File: config.mk
export PLATFORM = sky130hd
export DESIGN_NAME = rtc_read_channel
export DESIGN_NICKNAME = d
export VERILOG_FILES = /design/src/rtl/rtc_read_channel.sv
export SDC_FILE = /design/constraint.sdc
export NUM_CORES = 1
export LEC_CHECK = 0
export CORE_ASPECT_RATIO = 0.7
export CORE_UTILIZATION = 35
export CTS_CLUSTER_DIAMETER = 200
export DETAILED_ROUTE_END_ITERATION = 6
export PLACE_DENSITY = 0.67
export REMOVE_ABC_BUFFERS = 1
export SYNTH_ARGS = -nofsm -noshare
export SYNTH_HDL_FRONTEND = slang
export SYNTH_SLANG_ARGS = --single-unit
File: constraint.sdc
create_clock -name i_clk -period 6 [get_ports i_clk]
set_input_delay 1.2 -clock i_clk [delete_from_list [all_inputs] [get_ports i_clk]]
set_output_delay 1.2 -clock i_clk [all_outputs]
set_load 0.02 [all_outputs]
File: src/rtl/rtc_read_channel.sv
// Read channel of the microcontroller interface: turns a level read request into a
// one-hot register select, captures the returned word and completes the level handshake.
module rtc_read_channel #(
    parameter int DATA_W = 32,
    parameter int ADDR_W = 6,
    parameter int SEL_W  = 31
) (
    input  logic              i_clk,
    input  logic              i_reset_n,
    input  logic              i_rd_en,
    input  logic [ADDR_W-1:0] i_addr,
    input  logic [DATA_W-1:0] i_reg_r_data,
    output logic [SEL_W-1:0]  o_rd_dec_addr,
    output logic [DATA_W-1:0] o_reg_r_bus,
    output logic              o_rd_valid,
    output logic              o_rd_err,
    output logic              o_rd_busy,
    output logic              o_ir_clr
);

    localparam logic [2:0] S_IDLE    = 3'd0;
    localparam logic [2:0] S_SELECT  = 3'd1;
    localparam logic [2:0] S_CAPTURE = 3'd2;
    localparam logic [2:0] S_DONE    = 3'd3;
    localparam logic [2:0] S_ERR     = 3'd4;

    localparam logic [ADDR_W-1:0] IR_ADDR = ADDR_W'(3);

    logic [2:0]        state_q,  state_d;
    logic [ADDR_W-1:0] addr_q,   addr_d;
    logic [SEL_W-1:0]  dec_q,    dec_d;
    logic [DATA_W-1:0] bus_q,    bus_d;
    logic              valid_q,  valid_d;
    logic              err_q,    err_d;
    logic              busy_q,   busy_d;
    logic              ir_clr_q, ir_clr_d;

    logic [SEL_W-1:0]  hit_vec;
    logic              addr_mapped;

    // Each select bit matches exactly one address; bits 18..21 have no register behind them.
    genvar gi;
    generate
        for (gi = 0; gi < SEL_W; gi++) begin : g_dec
            if (gi < 18) begin : g_low
                assign hit_vec[gi] = (i_addr == ADDR_W'(gi));
            end else if (gi < 22) begin : g_hole
                assign hit_vec[gi] = 1'b0;
            end else begin : g_high
                assign hit_vec[gi] = (i_addr == ADDR_W'(gi + 2));
            end
        end
    endgenerate

    assign addr_mapped = |hit_vec;

    always_comb begin
        state_d  = state_q;
        addr_d   = addr_q;
        dec_d    = dec_q;
        bus_d    = bus_q;
        valid_d  = valid_q;
        err_d    = err_q;
        ir_clr_d = 1'b0;

        case (state_q)
            S_IDLE: begin
                if (i_rd_en) begin
                    addr_d = i_addr;
                    if (addr_mapped) begin
                        dec_d   = hit_vec;
                        state_d = S_SELECT;
                    end else begin
                        bus_d   = '0;
                        err_d   = 1'b1;
                        valid_d = 1'b1;
                        state_d = S_ERR;
                    end
                end
            end
            S_SELECT: begin
                state_d = S_CAPTURE;
            end
            S_CAPTURE: begin
                bus_d    = i_reg_r_data;
                valid_d  = 1'b1;
                err_d    = 1'b0;
                ir_clr_d = (addr_q == IR_ADDR);
                dec_d    = '0;
                state_d  = S_DONE;
            end
            S_DONE, S_ERR: begin
                // Requester drops its level once it has seen valid; that closes the handshake.
                if (!i_rd_en) begin
                    valid_d = 1'b0;
                    err_d   = 1'b0;
                    state_d = S_IDLE;
                end
            end
            default: begin
                dec_d   = '0;
                valid_d = 1'b0;
                err_d   = 1'b0;
                state_d = S_IDLE;
            end
        endcase

        busy_d = (state_d != S_IDLE);
    end

    always_ff @(posedge i_clk) begin
        if (!i_reset_n) begin
            state_q  <= S_IDLE;
            addr_q   <= '0;
            dec_q    <= '0;
            bus_q    <= '0;
            valid_q  <= 1'b0;
            err_q    <= 1'b0;
            busy_q   <= 1'b0;
            ir_clr_q <= 1'b0;
        end else begin
            state_q  <= state_d;
            addr_q   <= addr_d;
            dec_q    <= dec_d;
            bus_q    <= bus_d;
            valid_q  <= valid_d;
            err_q    <= err_d;
            busy_q   <= busy_d;
            ir_clr_q <= ir_clr_d;
        end
    end

    assign o_rd_dec_addr = dec_q;
    assign o_reg_r_bus   = bus_q;
    assign o_rd_valid    = valid_q;
    assign o_rd_err      = err_q;
    assign o_rd_busy     = busy_q;
    assign o_ir_clr      = ir_clr_q;

endmodule
==> results of run 1 <==
[synthesized netlist by cell type, types with 5 or more instances]
master and number:
buf_2 5, nand4_1 8, clkbuf_1 14, dfxtp_1 72, a21oi_1 5, inv_1 5
nand2b_1 5, nand3_1 10, mux2i_1 5, a22o_1 37, nor2_1 19, o21ai_0 20
nand2_1 22
[where the power goes]
group	internal, mW	switching (mW)	total, mW
Sequential	0.494	0.0124	0.506
Combinational	0.0666	0.0721	0.139
Clock	0.298	0.174	0.472
Total	0.858	0.258	1.12
[registers in the layout, summed over array words and instances (netlist names)]
signal	count
o_reg_r_bus	32
o_ir_clr	1
o_rd_dec_addr	27
addr_q	6
o_rd_busy	1
state_q	3
o_rd_err	1
o_rd_valid	1
[kinds of logic after synthesis]
group                  count (synthesis)
other                                  1
AO/OA/AOI/OAI                         79
AND/OR/NAND/NOR                       83
buffers and inverters                 29
flip-flops                            72
multiplexers                           5
[path summary, 6_finish.rpt]
check | from | endpoint | slack (ps) | cells after the start
setup / recovery | i_addr[2] | o_reg_r_bus[8] | 2290 | 6
hold / removal | addr_q[4] | o_ir_clr | 430 | 1
setup reg to reg | state_q[0] | o_rd_dec_addr[29] | 3770 | 5
hold reg to reg | addr_q[4] | o_ir_clr | 430 | 1
[routing by layer]
metal,wire [microns],track usage
met5,0,0
met4,53,0.0654
met3,773,0.0915
met2,2730,0.249
met1,3060,0.217
[through the flow]
| stage | setup slack (ps) | utilization | hold WS, ps |
|---|---|---|---|
| after floorplan | 2480 | - | 397 |
| after global placement | 2040 | 0.511 | 415 |
| after detailed placement | 1970 | 0.511 | 418 |
| after CTS | 2310 | 0.545 | 436 |
| after global routing | 2110 | 0.545 | 457 |
| final | 2290 | 0.545 | 425 |
[final cells by class]
| cell class | count | share of cell area |
|---|---|---|
| clock buffer | 11 | 0.0378 |
| inverter | 5 | 0.00468 |
| sequential | 72 | 0.360 |
| tap | 98 | 0.0306 |
| clock inverter | 5 | 0.0256 |
| timing repair buffer | 105 | 0.261 |
| multi-input combinational | 171 | 0.281 |
[worst register-to-register path, cell delays in order, from the launching register on]
cell,delay [ps]
dfxtp_1,450
nor4b_4,610
nand2_2,140
or4b_4,530
or2_1,260
a2bb2o_4,190
==> impl_results.md, run 1 <==
* Status: finished, final reports clean
* Die W at 107 microns
* Register Area at 1440 sq um
* EDFF count, synth at 0
* Syn Inst Count at 269
* Top delay family on crit path: compound AO/OA/AOI/OAI gates
* Vias in the first global route at 2225
* CTS Buf Count at 9
* Clk sink count at 72
* Netlist cell types at 44
* Complex-gate fraction of the synthesized area at 0.232
* First-pass iteration count of the detailed router at 4
* Commonest non-fill, non-tap cell in the layout: clkdlybuf4s50_1
* Adder-cell area share of the yosys netlist at 0
* Placed Cells at 451
* Final Setup Violations at 0
* Worst-case clock buffer depth at 2
* DR iter-0 viols at 107
* Final net count at 405
* Antenna cells at 0
* Antenna Nets Post-Route at 0
* Dpl cell area at 3750 sq um
* Largest net degree at the start of global routing at 37
* IO Port Bufs at 103
* Multi-input gate area at 1120 sq um
* # Post-CTS Setup Buffers at 0
* Critical Path Source Type: input pin
* Ys async rst share at 0
* CP peak stage delay at 890 ps
* Area Overhead vs Synth at 49.1%
* Total power draw at 1.12 mW
* Placeable Area at 7350 sq um
* Cts hold-fix bufs at 0
* Global route overflow at 0
* Worst EP required at 6270 ps
* CP max FO at 32
* Layout cells sized above 1 at 0.0759
* Crit path cell chain: clkdlybuf4s50_1 > o41ai_1 > o2bb2a_1 > a21oi_1 > o21a_1 > a22o_1
* Final non-filler cell total at 467
* Post-Route Setup TNS at 0 ps
* WL final at 6.61 mm
* Yosys reg bits at 72
* Worst skew pair latency at 340 ps
* Syn_area_per_cell at 9.99 sq um
* Crit Path Category: input pin to register
* Synth Area in Simple Gates at 0.160
* Peak Freq at 270 MHz
* Routed wire per std cell at 14.2 microns
* Pwr/cell area at 279 nW/um^2
* Clock root buffer: clkbuf_8
* CTS clk-pin slew, worst paths at 70 ps
* Peak supply drop at 0.137 mV
* GRT Resource Usage Total at 0.172
* Largest family of logic cells by synthesized area: compound AO/OA/AOI/OAI gates
* Die height at 75.3 microns
* Slew margin rel. at 0.266
* Min Clock Period, post-route at 3710 ps
* Initial Util at 0.366
* Clock H-tree levels at 3
* Routability Congestion at 0.778
* Die area at 8040 sq um
* Fillers at 685
* Dominant cell type by area after synthesis: dfxtp_1
* Slew Limit Fails at 0
* First-pass GRT wire length at 10.5 mm
* Crit. End Element: register
* Buf/Inv on CP at 1
* Vias at 2329
* Seq/Total Area, Yosys at 0.536
* I/O Pins at 108
* RSZ-0062 raised after global routing: false
* Synth Cell Area at 2690 sq um
* Top FF cell, synth: dfxtp_1
* Final HPWL DP at 4.60 mm
* Tightest Pin Transition at 1100 ps
* Drt drc at 0
* TritonCTS clock tree: yes
* Leakage at 1.47 nW
* Slowest CP cell: o21a_1
* Post-synthesis mux area share at 0.0186
* Final hold viol count at 0
* Worst clock skew at 7.84 ps
* Fin area at 4010 sq um
* Antenna violations before repair at 0
* Post-synth top area share at 0.536
* Row count at 26
* CP arrival at 3980 ps
* Yosys synthesis warning count at 0
* Post-Synth XOR/XNOR Area at 0
* Post-CTS resize count at 0
* Max-cap violations at 0
* Min-delay worst type: register to register
* Most frequent cells in the layout: clkdlybuf4s50_1 (103), dfxtp_1 (72), a22o_1 (37)
* Post-DR vias/cell at 4.99
* Crit share post-route at 0.618
* Largest cells by area after synthesis: dfxtp_1 (54%), a22o_1 (12%), o21ai_0 (3.7%)
No activity file was read; power rests on OpenSTA's default activity.
==> run 2, diff against run 1 <==
==> constraint.sdc (replaced) <==
create_clock -name i_clk -period 3.68 [get_ports i_clk]
set_input_delay 0.736 -clock i_clk [delete_from_list [all_inputs] [get_ports i_clk]]
set_output_delay 0.736 -clock i_clk [all_outputs]
set_load 0.02 [all_outputs]
==> impl_results.md, run 2 (synthesized netlist as in run 1, its figures left out) <==
* Buf/Inv on CP at 2
* Peak supply drop at 0.221 mV
* Worst EP required at 3970 ps
* Routability Congestion at 0.777
* Vias in the first global route at 2148
* Die area at 8040 sq um
* First-pass GRT wire length at 10.6 mm
* Top delay family on crit path: compound AO/OA/AOI/OAI gates
* Row count at 26
* Peak Freq at 374 MHz
* RSZ-0062 raised after global routing: false
* CTS Buf Count at 9
* Area Overhead vs Synth at 50.1%
* TritonCTS clock tree: yes
* Placed Cells at 456
* Cts hold-fix bufs at 0
* Most frequent cells in the layout: clkdlybuf4s50_1 (103), dfxtp_1 (72), a22o_1 (37)
* Min Clock Period, post-route at 2670 ps
* Final non-filler cell total at 472
* Final HPWL DP at 4.64 mm
* Leakage at 1.49 nW
* Worst-case clock buffer depth at 2
* Global route overflow at 0
* Critical Path Source Type: input pin
* Worst clock skew at 6.35 ps
* Slowest CP cell: clkdlybuf4s50_1
* Crit path cell chain: clkdlybuf4s50_1 > o41ai_1 > o2bb2a_1 > a21oi_1 > o21a_1 > buf_4 > a22o_1
* First-pass iteration count of the detailed router at 4
* Die W at 107 microns
* Antenna violations before repair at 0
* Clk sink count at 72
* Placeable Area at 7350 sq um
* Post-CTS resize count at 0
* Initial Util at 0.366
* Antenna cells at 0
* CTS clk-pin slew, worst paths at 70 ps
* Final Setup Violations at 0
* CP peak stage delay at 600 ps
* CP max FO at 32
* Status: finished, final reports clean
* Min-delay worst type: register to register
* WL final at 6.71 mm
* Crit Path Category: input pin to register
* IO Port Bufs at 103
* Vias at 2348
* Tightest Pin Transition at 555 ps
* # Post-CTS Setup Buffers at 0
* Post-DR vias/cell at 4.97
* Worst skew pair latency at 340 ps
* Largest register FFs at 32
* Final net count at 410
* Clock root buffer: clkbuf_8
* CP arrival at 2960 ps
* Crit. End Element: register
* GRT Resource Usage Total at 0.174
* Commonest non-fill, non-tap cell in the layout: clkdlybuf4s50_1
* Final hold viol count at 0
* Post-Route Setup TNS at 0 ps
* Routed wire per std cell at 14.2 microns
* I/O Pins at 108
* Slew Limit Fails at 0
* Clock H-tree levels at 3
* Slew margin rel. at 0.629
* Crit share post-route at 0.727
* DR iter-0 viols at 65
* Pwr/cell area at 450 nW/um^2
* Die height at 75.3 microns
* Antenna Nets Post-Route at 0
* Max-cap violations at 0
* Layout cells sized above 1 at 0.0882
* Largest net degree at the start of global routing at 34
* Drt drc at 0
run 2: changes by cell type in the layout (fill, tap and decap cells not counted):
cell	change
buf_4	+5
clkbuf_8	-2
clkinv_4	+2
run 2: per-layer routing:
layer / wire length (microns) / GRT usage / vias to the layer above
met5: 0 / 0 / -
met4: 51 / 0.0502 / 0
met3: 749 / 0.103 / 6
met2: 2670 / 0.242 / 97
met1: 3230 / 0.228 / 1082
li1: - / - / 1163
run 2: final timing paths:
check | startpoint | end | slack, ps | cells after the start
max | i_addr[2] | o_reg_r_bus[8] | 1010 | 7
min reg2reg | addr_q[5] | o_ir_clr | 430 | 1
max reg2reg | state_q[1] | o_rd_dec_addr[27] | 1630 | 6
min | addr_q[5] | o_ir_clr | 430 | 1
run 2: worst reg2reg max path: cells and delay by family (launching register included):
family	cells	cell delay [ps]
simple gates	4	1170
buf+inv	1	200
compound gates	1	190
flops	1	430
run 2: area by class of cell:
| cell class | instances | area (sq um) |
|---|---|---|
| Clock buffer | 9 | 124 |
| Inverter | 5 | 18.8 |
| Tap cell | 98 | 123 |
| Clock inverter | 7 | 120 |
| Fill cell | 703 | 3320 |
| Multi-Input combinational cell | 171 | 1120 |
| Timing Repair Buffer | 110 | 1080 |
| Sequential cell | 72 | 1440 |
run 2: per-stage QoR:
stage	hold WS (ps)	util	area [sq um]	setup slack, ps	power (mW)
finish	427	0.549	4040	1010	1.82
global route	452	0.549	4040	860	1.89
CTS	431	0.549	4040	1030	1.84
detailed placement	416	0.516	3790	656	1.08
global placement	414	0.516	3790	725	1.08
floorplan	397	-	2580	623	0.953
run 2: report_power, final:
| part | switching (mW) | internal [mW] | leakage, nW |
|---|---|---|---|
| Combinational | 0.121 | 0.116 | 0.787 |
| Sequential | 0.0207 | 0.804 | 0.583 |
| Clock | 0.304 | 0.451 | 0.119 |
| Total | 0.446 | 1.37 | 1.49 |
==> run 3, diff against run 2 <==
--- a/config.mk
+++ b/config.mk
@@ -9,7 +9,7 @@
 export CORE_UTILIZATION = 35
 export CTS_CLUSTER_DIAMETER = 200
 export DETAILED_ROUTE_END_ITERATION = 6
-export PLACE_DENSITY = 0.67
+export PLACE_DENSITY = 0.7
 export REMOVE_ABC_BUFFERS = 1
 export SYNTH_ARGS = -nofsm -noshare
 export SYNTH_HDL_FRONTEND = slang
==> constraint.sdc (replaced) <==
create_clock -name i_clk -period 2.3 [get_ports i_clk]
set_input_delay 0.46 -clock i_clk [delete_from_list [all_inputs] [get_ports i_clk]]
set_output_delay 0.46 -clock i_clk [all_outputs]
set_load 0.02 [all_outputs]
==> impl_results.md, run 3 (synthesized netlist as in run 1, its figures left out) <==
* Row count at 26
* Die W at 107 microns
* Antenna violations before repair at 0
* Vias in the first global route at 2246
* Most frequent cells in the layout: clkdlybuf4s50_1 (103), dfxtp_1 (72), a22o_1 (37)
* Peak supply drop at 0.312 mV
* IO Port Bufs at 103
* I/O Pins at 108
* Area Overhead vs Synth at 53.6%
* CTS clk-pin slew, worst paths at 70 ps
* Global route overflow at 0
* Pwr/cell area at 623 nW/um^2
* Vias at 2383
* Antenna Nets Post-Route at 0
* RSZ-0062 raised after global routing: false
* # Post-CTS Setup Buffers at 0
* Largest net degree at the start of global routing at 33
* Critical Path Source Type: input pin
* Clk sink count at 72
* Die height at 75.3 microns
* Hold Startpoint: addr_q[5]
* Critical R2R Capture: o_rd_dec_addr[29]
* Met2 WL at 2.74 mm
* Routed wire per std cell at 13.8 microns
* Worst clock skew at 6.40 ps
* Drt drc at 0
* First-pass iteration count of the detailed router at 4
* Routability Congestion at 0.779
* Post-Route M1 WL at 3.27 mm
* Layout cells sized above 1 at 0.135
* Crit Reg-Reg Startpoint: state_q[1]
* Clock H-tree levels at 3
* Final net count at 431
* Post-DR vias/cell at 4.85
* Leakage at 1.56 nW
* Final Setup Violations at 0
* Crit Path Category: input pin to register
* Final HPWL DP at 4.95 mm
* R2R Setup Slk at 390 ps
* Fillers at 685
* Final non-filler cell total at 491
* Final hold viol count at 0
* Routed wl met3 at 670 microns
* Worst EP required at 2570 ps
* Peak Freq at 477 MHz
* Largest register FFs at 32
* Hold worst-path end: o_ir_clr
* Min Clock Period, post-route at 2100 ps
* Status: finished, final reports clean
* DR iter-0 viols at 85
* TritonCTS clock tree: yes
* Setup slack after layout at 203 ps
* CP arrival at 2370 ps
* Min-delay worst type: register to register
* Pre-CTS setup slack at -165 ps
* Hold path depth at 1
* CTS Buf Count at 9
* Hold_ws at 421 ps
* Antenna cells at 0
* GRT Resource Usage Total at 0.171
* CP max FO at 32
* Initial Util at 0.366
* Clock root buffer: clkbuf_8
* WL final at 6.77 mm
* R2r worst-path depth at 5
* Post-CTS resize count at 0
* Cts hold-fix bufs at 0
* Crit share post-route at 0.912
* Slew Limit Fails at 0
* Worst-case clock buffer depth at 2
* Commonest non-fill, non-tap cell in the layout: clkdlybuf4s50_1
* Die area at 8040 sq um
* Max Used Layer: met4
* Placeable Area at 7350 sq um
* Worst skew pair latency at 330 ps
* Placed Cells at 477
* Max-cap violations at 0
* First-pass GRT wire length at 10.6 mm
* Crit. End Element: register
## run 3: cell count changes in the layout (fill, tap and decap cells not counted), sizes merged
cell    delta
clkbuf     +1
buf       +21
bufinv     -3
## run 3: worst max-delay path by stage
stage | to | from | cells after the start
after floorplan | o_ir_clr | state_q[2] | 3
after global placement | o_rd_dec_addr[2] | i_addr[0] | 7
after detailed placement | o_reg_r_bus[3] | i_addr[0] | 7
after CTS | o_reg_r_bus[25] | i_addr[0] | 7
after global routing | o_rd_dec_addr[10] | i_addr[4] | 9
final | o_reg_r_bus[14] | i_addr[2] | 8
## run 3: final cells by class
class	instances	area, sq um	area share
Sequential cell	72	1440	0.349
Timing Repair Buffer	131	1250	0.304
Multi-Input combinational cell	171	1130	0.274
Clock buffer	10	138	0.0333
Tap cell	98	123	0.0297
Clock inverter	4	22.5	0.00545
Inverter	5	18.8	0.00455
## run 3: through the flow
stage / area, sq um / power, mW / util / setup TNS [ps]
finish: 4130 / 2.57 / 0.562 / 0
CTS: 4120 / 2.60 / 0.561 / 0
global placement: 3960 / 1.76 / 0.539 / -4350
detailed placement: 3960 / 1.77 / 0.539 / -6840
floorplan: 2580 / 1.52 / - / -16520
global route: 4130 / 2.69 / 0.562 / 0
## run 3: critical path, stage by stage
cell and delay [ps]:
clkdlybuf4s50_1 440, buf_4 160, o21ba_2 190, o2bb2a_1 310, a21oi_1 260, o21a_1 200, buf_12 190, a22o_1 150
## run 3: metal layers
metal,global-route usage,vias to the layer above
met4,0.0563,0
met3,0.0813,10
met1,0.232,1082
li1,-,1205
met2,0.240,86
met5,0,-
## run 3: where the power goes
group,internal (mW),switching (mW)
registers,1.29,0.0330
logic,0.216,0.203
clock network,0.403,0.428
total,1.91,0.664
